### config.mk
export PLATFORM = sky130hd
export DESIGN_NAME = m_fetch_queue
export DESIGN_NICKNAME = d
export VERILOG_FILES = /design/src/rtl/m_fetch_queue.sv
export SDC_FILE = /design/constraint.sdc
export NUM_CORES = 1
export LEC_CHECK = 0
export ABC_AREA = 1
export CAP_MARGIN = 10
export CORE_MARGIN = 2
export CORE_UTILIZATION = 57
export DETAILED_ROUTE_END_ITERATION = 16
export PLACE_DENSITY = 0.86
export SKIP_LAST_GASP = 1
export SYNTH_ARGS = -nofsm -noshare
export SYNTH_HDL_FRONTEND = slang
export SYNTH_SLANG_ARGS = --single-unit
### constraint.sdc
create_clock -name w_clk -period 3.85 [get_ports w_clk]
set_clock_uncertainty 0.2 [all_clocks]
set_input_delay 0.9625 -clock w_clk [delete_from_list [all_inputs] [get_ports w_clk]]
set_output_delay 0.9625 -clock w_clk [all_outputs]
set_load 0.02 [all_outputs]
### src/rtl/m_fetch_queue.sv
// Instruction fetch queue: sequential PC generation, one-cycle-latency imem requests,
// and a small {pc, ir} FIFO drained by decode through a valid/ready handshake.
module m_fetch_queue #(
    parameter logic [31:0] RESET_PC = 32'h0000_0000,
    parameter int          DEPTH    = 2
) (
    input  logic        w_clk,
    input  logic        w_rst_n,
    output logic        w_imem_req,
    output logic [31:0] w_imem_addr,
    input  logic [31:0] w_imem_data,
    input  logic        w_redirect,
    input  logic [31:0] w_redirect_pc,
    output logic        w_id_valid,
    input  logic        w_id_ready,
    output logic [31:0] w_ir,
    output logic [31:0] w_pc
);

    localparam int              AW       = $clog2(DEPTH);
    localparam int              CW       = AW + 1;
    localparam logic [CW:0]     DEPTH_W  = (CW + 1)'(DEPTH);
    localparam logic [CW-1:0]   CNT_ONE  = CW'(1);
    localparam logic [AW-1:0]   PTR_ONE  = AW'(1);
    localparam logic [31:0]     NOP_IR   = 32'h0000_0013;

    logic [31:0]   pc_r;
    logic [31:0]   req_pc_r;
    logic          inflight_r;
    logic          kill_r;
    logic [CW-1:0] count_r;
    logic [AW-1:0] rd_ptr_r;
    logic [AW-1:0] wr_ptr_r;
    logic [31:0]   fifo_pc_r [DEPTH];
    logic [31:0]   fifo_ir_r [DEPTH];

    logic [31:0]   redirect_tgt_s;
    logic          head_valid_s;
    logic          pop_s;
    logic          push_s;
    logic          issue_s;
    logic [CW:0]   occ_s;
    logic [CW:0]   lim_s;
    logic [CW-1:0] count_nxt_s;

    // Handshake qualification and issue decision; issuing only when the response is sure to fit.
    always_comb begin
        redirect_tgt_s = {w_redirect_pc[31:2], 2'b00};
        head_valid_s   = (count_r != {CW{1'b0}});
        pop_s          = head_valid_s & w_id_ready & ~w_redirect;
        push_s         = inflight_r & ~kill_r & ~w_redirect;
        occ_s          = {1'b0, count_r} + {{CW{1'b0}}, inflight_r};
        lim_s          = DEPTH_W + {{CW{1'b0}}, pop_s};
        // Gated by the reset pin so the request is low while reset is held.
        issue_s        = w_rst_n & ~w_redirect & (occ_s < lim_s);
    end

    // Occupancy update from the push/pop pair.
    always_comb begin
        count_nxt_s = count_r;
        case ({push_s, pop_s})
            2'b10:   count_nxt_s = count_r + CNT_ONE;
            2'b01:   count_nxt_s = count_r - CNT_ONE;
            default: count_nxt_s = count_r;
        endcase
    end

    // Fetch control state; a redirect overrides every other update in its cycle.
    always_ff @(posedge w_clk or negedge w_rst_n) begin
        if (!w_rst_n) begin
            pc_r       <= RESET_PC;
            req_pc_r   <= RESET_PC;
            inflight_r <= 1'b0;
            kill_r     <= 1'b0;
            count_r    <= {CW{1'b0}};
            rd_ptr_r   <= {AW{1'b0}};
            wr_ptr_r   <= {AW{1'b0}};
        end else if (w_redirect) begin
            pc_r       <= redirect_tgt_s;
            inflight_r <= 1'b0;
            kill_r     <= 1'b0;
            count_r    <= {CW{1'b0}};
            rd_ptr_r   <= {AW{1'b0}};
            wr_ptr_r   <= {AW{1'b0}};
        end else begin
            inflight_r <= issue_s;
            kill_r     <= 1'b0;
            count_r    <= count_nxt_s;
            if (issue_s) begin
                pc_r     <= pc_r + 32'd4;
                req_pc_r <= pc_r;
            end
            if (push_s) begin
                wr_ptr_r <= wr_ptr_r + PTR_ONE;
            end
            if (pop_s) begin
                rd_ptr_r <= rd_ptr_r + PTR_ONE;
            end
        end
    end

    // FIFO storage; each entry pairs the returned word with the address that fetched it.
    always_ff @(posedge w_clk or negedge w_rst_n) begin
        if (!w_rst_n) begin
            for (int i = 0; i < DEPTH; i++) begin
                fifo_pc_r[i] <= 32'h0000_0000;
                fifo_ir_r[i] <= NOP_IR;
            end
        end else if (push_s) begin
            fifo_pc_r[wr_ptr_r] <= req_pc_r;
            fifo_ir_r[wr_ptr_r] <= w_imem_data;
        end
    end

    // Output drive; decode-facing signals depend on registered state only.
    always_comb begin
        w_imem_req  = issue_s;
        w_imem_addr = pc_r;
        w_id_valid  = head_valid_s;
        if (head_valid_s) begin
            w_ir = fifo_ir_r[rd_ptr_r];
            w_pc = fifo_pc_r[rd_ptr_r];
        end else begin
            w_ir = NOP_IR;
            w_pc = 32'h0000_0000;
        end
    end

endmodule

==> results of run 1 <==
[power by group through the flow]
stage | logic [W] | clock network, W | registers (W)
2_1_floorplan | 0.00198 | 0 | 0.00331
3_3_place_gp | 0.00318 | 0 | 0.00332
3_5_place_dp | 0.00329 | 0 | 0.00337
4_1_cts | 0.00332 | 0.00175 | 0.00334
5_1_grt | 0.00365 | 0.00182 | 0.00345
6_report | 0.00329 | 0.00173 | 0.00335
[path summary, 6_finish.rpt]
kind                       slack (ps)  depth (start not counted)             end
hold / removal                    270                          2    fifo_ir_r[1]
min in group asynchronous         490                          2   fifo_ir_r[40]
hold reg to reg                   270                          2    fifo_ir_r[1]
setup reg to reg                 1020                          9  w_imem_addr[9]
setup / recovery                  200                          7      w_imem_req
max in group asynchronous        1420                          3        rd_ptr_r
[synthesized netlist by cell type, types with 3 or more instances]
library cell  instances  area [um^2]
nand2_1             409         1540
dfrtp_1             183         4580
o21ai_0             151          756
inv_1               108          405
a21oi_1              60          300
nand3_1              56          280
nor2_1               32          120
clkbuf_1             30          113
o21ai_1              26          130
nand3_2              25          250
buf_6                20          225
buf_2                 9         45.0
buf_4                 7         52.6
nor2_4                7         78.8
dfstp_2               6          158
inv_2                 5         18.8
nor2_2                5         31.3
nand2_2               4         25.0
nand2_4               4         45.0
ha_1                  3         37.5
xnor2_1               3         26.3
xor2_1                3         26.3
[cell type report]
type                       count  share of cell area (%)
timing repair buffer         174                    15.2
clock inverter                10                    1.00
sequential                   189                    41.1
tap                          216                    2.35
clock buffer                  22                    4.03
multi-input combinational    801                    32.6
inverter                     113                    3.68
[worst register-to-register path, cell delays in order, from the launching register on]
cell	delay, ps
dfrtp_1	460
ha_1	240
ha_1	300
nand2_2	70
nand2_4	70
buf_4	600
nand2_1	460
inv_1	230
nand2_1	70
nand2_1	70
[metal layers]
layer / global-route usage, % / vias up / routed length, um
li1: - / 3957 / -
met1: 36.4 / 3779 / 9870
met2: 43.2 / 274 / 10800
met3: 3.73 / 33 / 1370
met4: 9.78 / 0 / 481
met5: 0 / - / 0
[flip-flops by register name (all words and copies together) (netlist names)]
signal       flops
req_pc_r        30
w_imem_addr     30
inflight_r       1
rd_ptr_r         1
wr_ptr_r         1
fifo_pc_r       60
fifo_ir_r       64
count_r          2
[placed cells by master, fill, tap and decap left out, drive strengths merged, types with 2 or more instances in the layout]
master           n
ha               3
conb             4
a21boi           4
inv            113
nand3           83
clkinvlp         3
clkinv           5
o21ai          177
xor2             3
buf             16
clkdlybuf4s50  158
nand2          417
dfstp            6
nor2            44
and2             2
xnor2            3
clkbuf          22
dfrtp          183
bufinv           2
a21oi           60
[stage by stage]
stage	utilization [%]	power (W)	instances	worst slack [ps]	area [um^2]
6_report	72.2	0.00837	1525	202	11500
2_1_floorplan	-	0.00528	1171	1060	9350
3_5_place_dp	68.6	0.00666	1493	192	10900
5_1_grt	72.2	0.00892	1525	123	11500
4_1_cts	72.2	0.00840	1525	182	11500
3_3_place_gp	68.6	0.00651	1493	200	10900
[kinds of logic (layout without fill, tap and decap cells)]
logic type / after synthesis / after routing / synth area share, %
xor gates and xnor gates: 6 / 6 / 0.563
adders and majority gates: 3 / 3 / 0.402
other: 1 / 4 / 0.0402
DFF: 189 / 189 / 50.7
and+or+nand+nor: 547 / 547 / 25.9
AOI/OAI and AO/OA: 241 / 241 / 13.0
buffers and inverters: 181 / 319 / 9.30
==> impl_metrics.yaml, run 1 <==
timing:
  grt_setup_unrepaired: "false"
  timing.final.crit_period_ps: 3650
  hold_slack_ps: 274
  fmax_mhz: 274
  tightest_slew_ps: 1020
  slew_headroom_pct: 31.8
  period_share_pct: 94.7
  setup-tns-final_ps: 0
  finalHoldViolCount: 0
  slew_violations: 0
  setup_violations: 0
logic_synthesis:
  synthFlopType: "dfrtp_1"
  synth-edff-count: 0
  synth.cell_area_um2: 9340
  syn_inst: 1168
  avgSynthCellArea_um2: 7.99
  ys_async_sr_fraction_pct: 100
  ys_warn_count: 0
  synth_seq_area_share_pct: 50.7
  ys_types: 30
  ys_seq_elements: 189
cells_and_area:
  multi_input_area_um2: 3750
  diodes: 0
  regArea_um2: 4740
  syn_to_final_growth_pct: 23.4
  fillers: 1245
  drive_above_1_share_pct: 8.02
  final_nets: 1367
routing:
  drtIter0Drc: 545
  wirelength_um: 22500
  wl_per_cell_um: 14.7
  drt_drc_violations_left: 0
  dr.pass1.iters: 5
  dr_total_vias: 8043
  ant_nets: 0
  viasPerCell: 5.27
placement:
  gp_congestion: 0.942
  post-dp-hpwl_um: 14800
  portBuffers: 159
floorplan:
  dieArea_um2: 17400
  row_count: 46
  ios: 166
  die_w_um: 132
  start_util_pct: 58.6
  core_um2: 15900
  die_h_um: 132
critical_path:
  crit_slowest_cell: "clkdlybuf4s50_1"
  startpoint_type: "input pin"
  cp_top_family: "buffers and inverters"
  crit_path_end_kind: "primary output"
  slowest_delay_ps: 600
  crit_arrival_ps: 2490
  worstPathRequired_ps: 2690
  worst-path-buf-inv: 4
  path_cells: "clkdlybuf4s50_1 > inv_2 > nand4_1 > nand2_2 > nand2_4 > inv_2 > clkdlybuf4s50_1"
  path_max_fanout: 5
  worstReg2RegStart: "inflight_r"
  worstSetupPathType: "in2out"
  startpoint: "w_redirect"
global_route:
  overflow: 0
  grt_max_degree: 84
  grt_use_total_pct: 26.5
  antenna_found_initial: 0
  grt_pass1_vias: 7807
  grt_pass1_wl_um: 37700
clock_tree:
  cts_inserted_buffers: 17
  hold_buffers: 0
  cts_sinks: 189
  clockRootBuffer: "clkbuf_16"
  htree_num_levels: 4
  post_cts_resized: 0
  path_clk_slew_ps: 70
  clock_latency_ps: 420
  cts_buffer_depth: 2
  cts_setup_buffers: 0
  cts_tree: "yes"
power:
  seqPwrFrac_pct: 40.0
  p_clk_share_pct: 20.6
  internal_power_w: 0.00515
  leakage_nw: 5.32
  power_density_nw_per_um2: 727
  peakVddDrop_mv: 0.440
  power.share.switching_pct: 38.5
  power.switching_w: 0.00322
  pwr-share-comb_pct: 39.3
hold_path:
  worstHoldStart: "fifo_ir_r[1]"
  hp-class: "reg2reg"
status:
  status: "finished, final reports clean"
job:
  cap_violations: 0
No activity file was read; power rests on OpenSTA's default activity.
==> inputs of run 2 (changes only) <==
--- a/config.mk
+++ b/config.mk
@@ -9,7 +9,9 @@
 export CAP_MARGIN = 10
 export CORE_MARGIN = 2
 export CORE_UTILIZATION = 57
+export CTS_CLUSTER_DIAMETER = 60
 export DETAILED_ROUTE_END_ITERATION = 16
+export GPL_ROUTABILITY_DRIVEN = 1
 export PLACE_DENSITY = 0.86
 export SKIP_LAST_GASP = 1
 export SYNTH_ARGS = -nofsm -noshare
==> results of run 2 <==
Same layout as run 1: the final DEF is identical, and so are final timing and power.
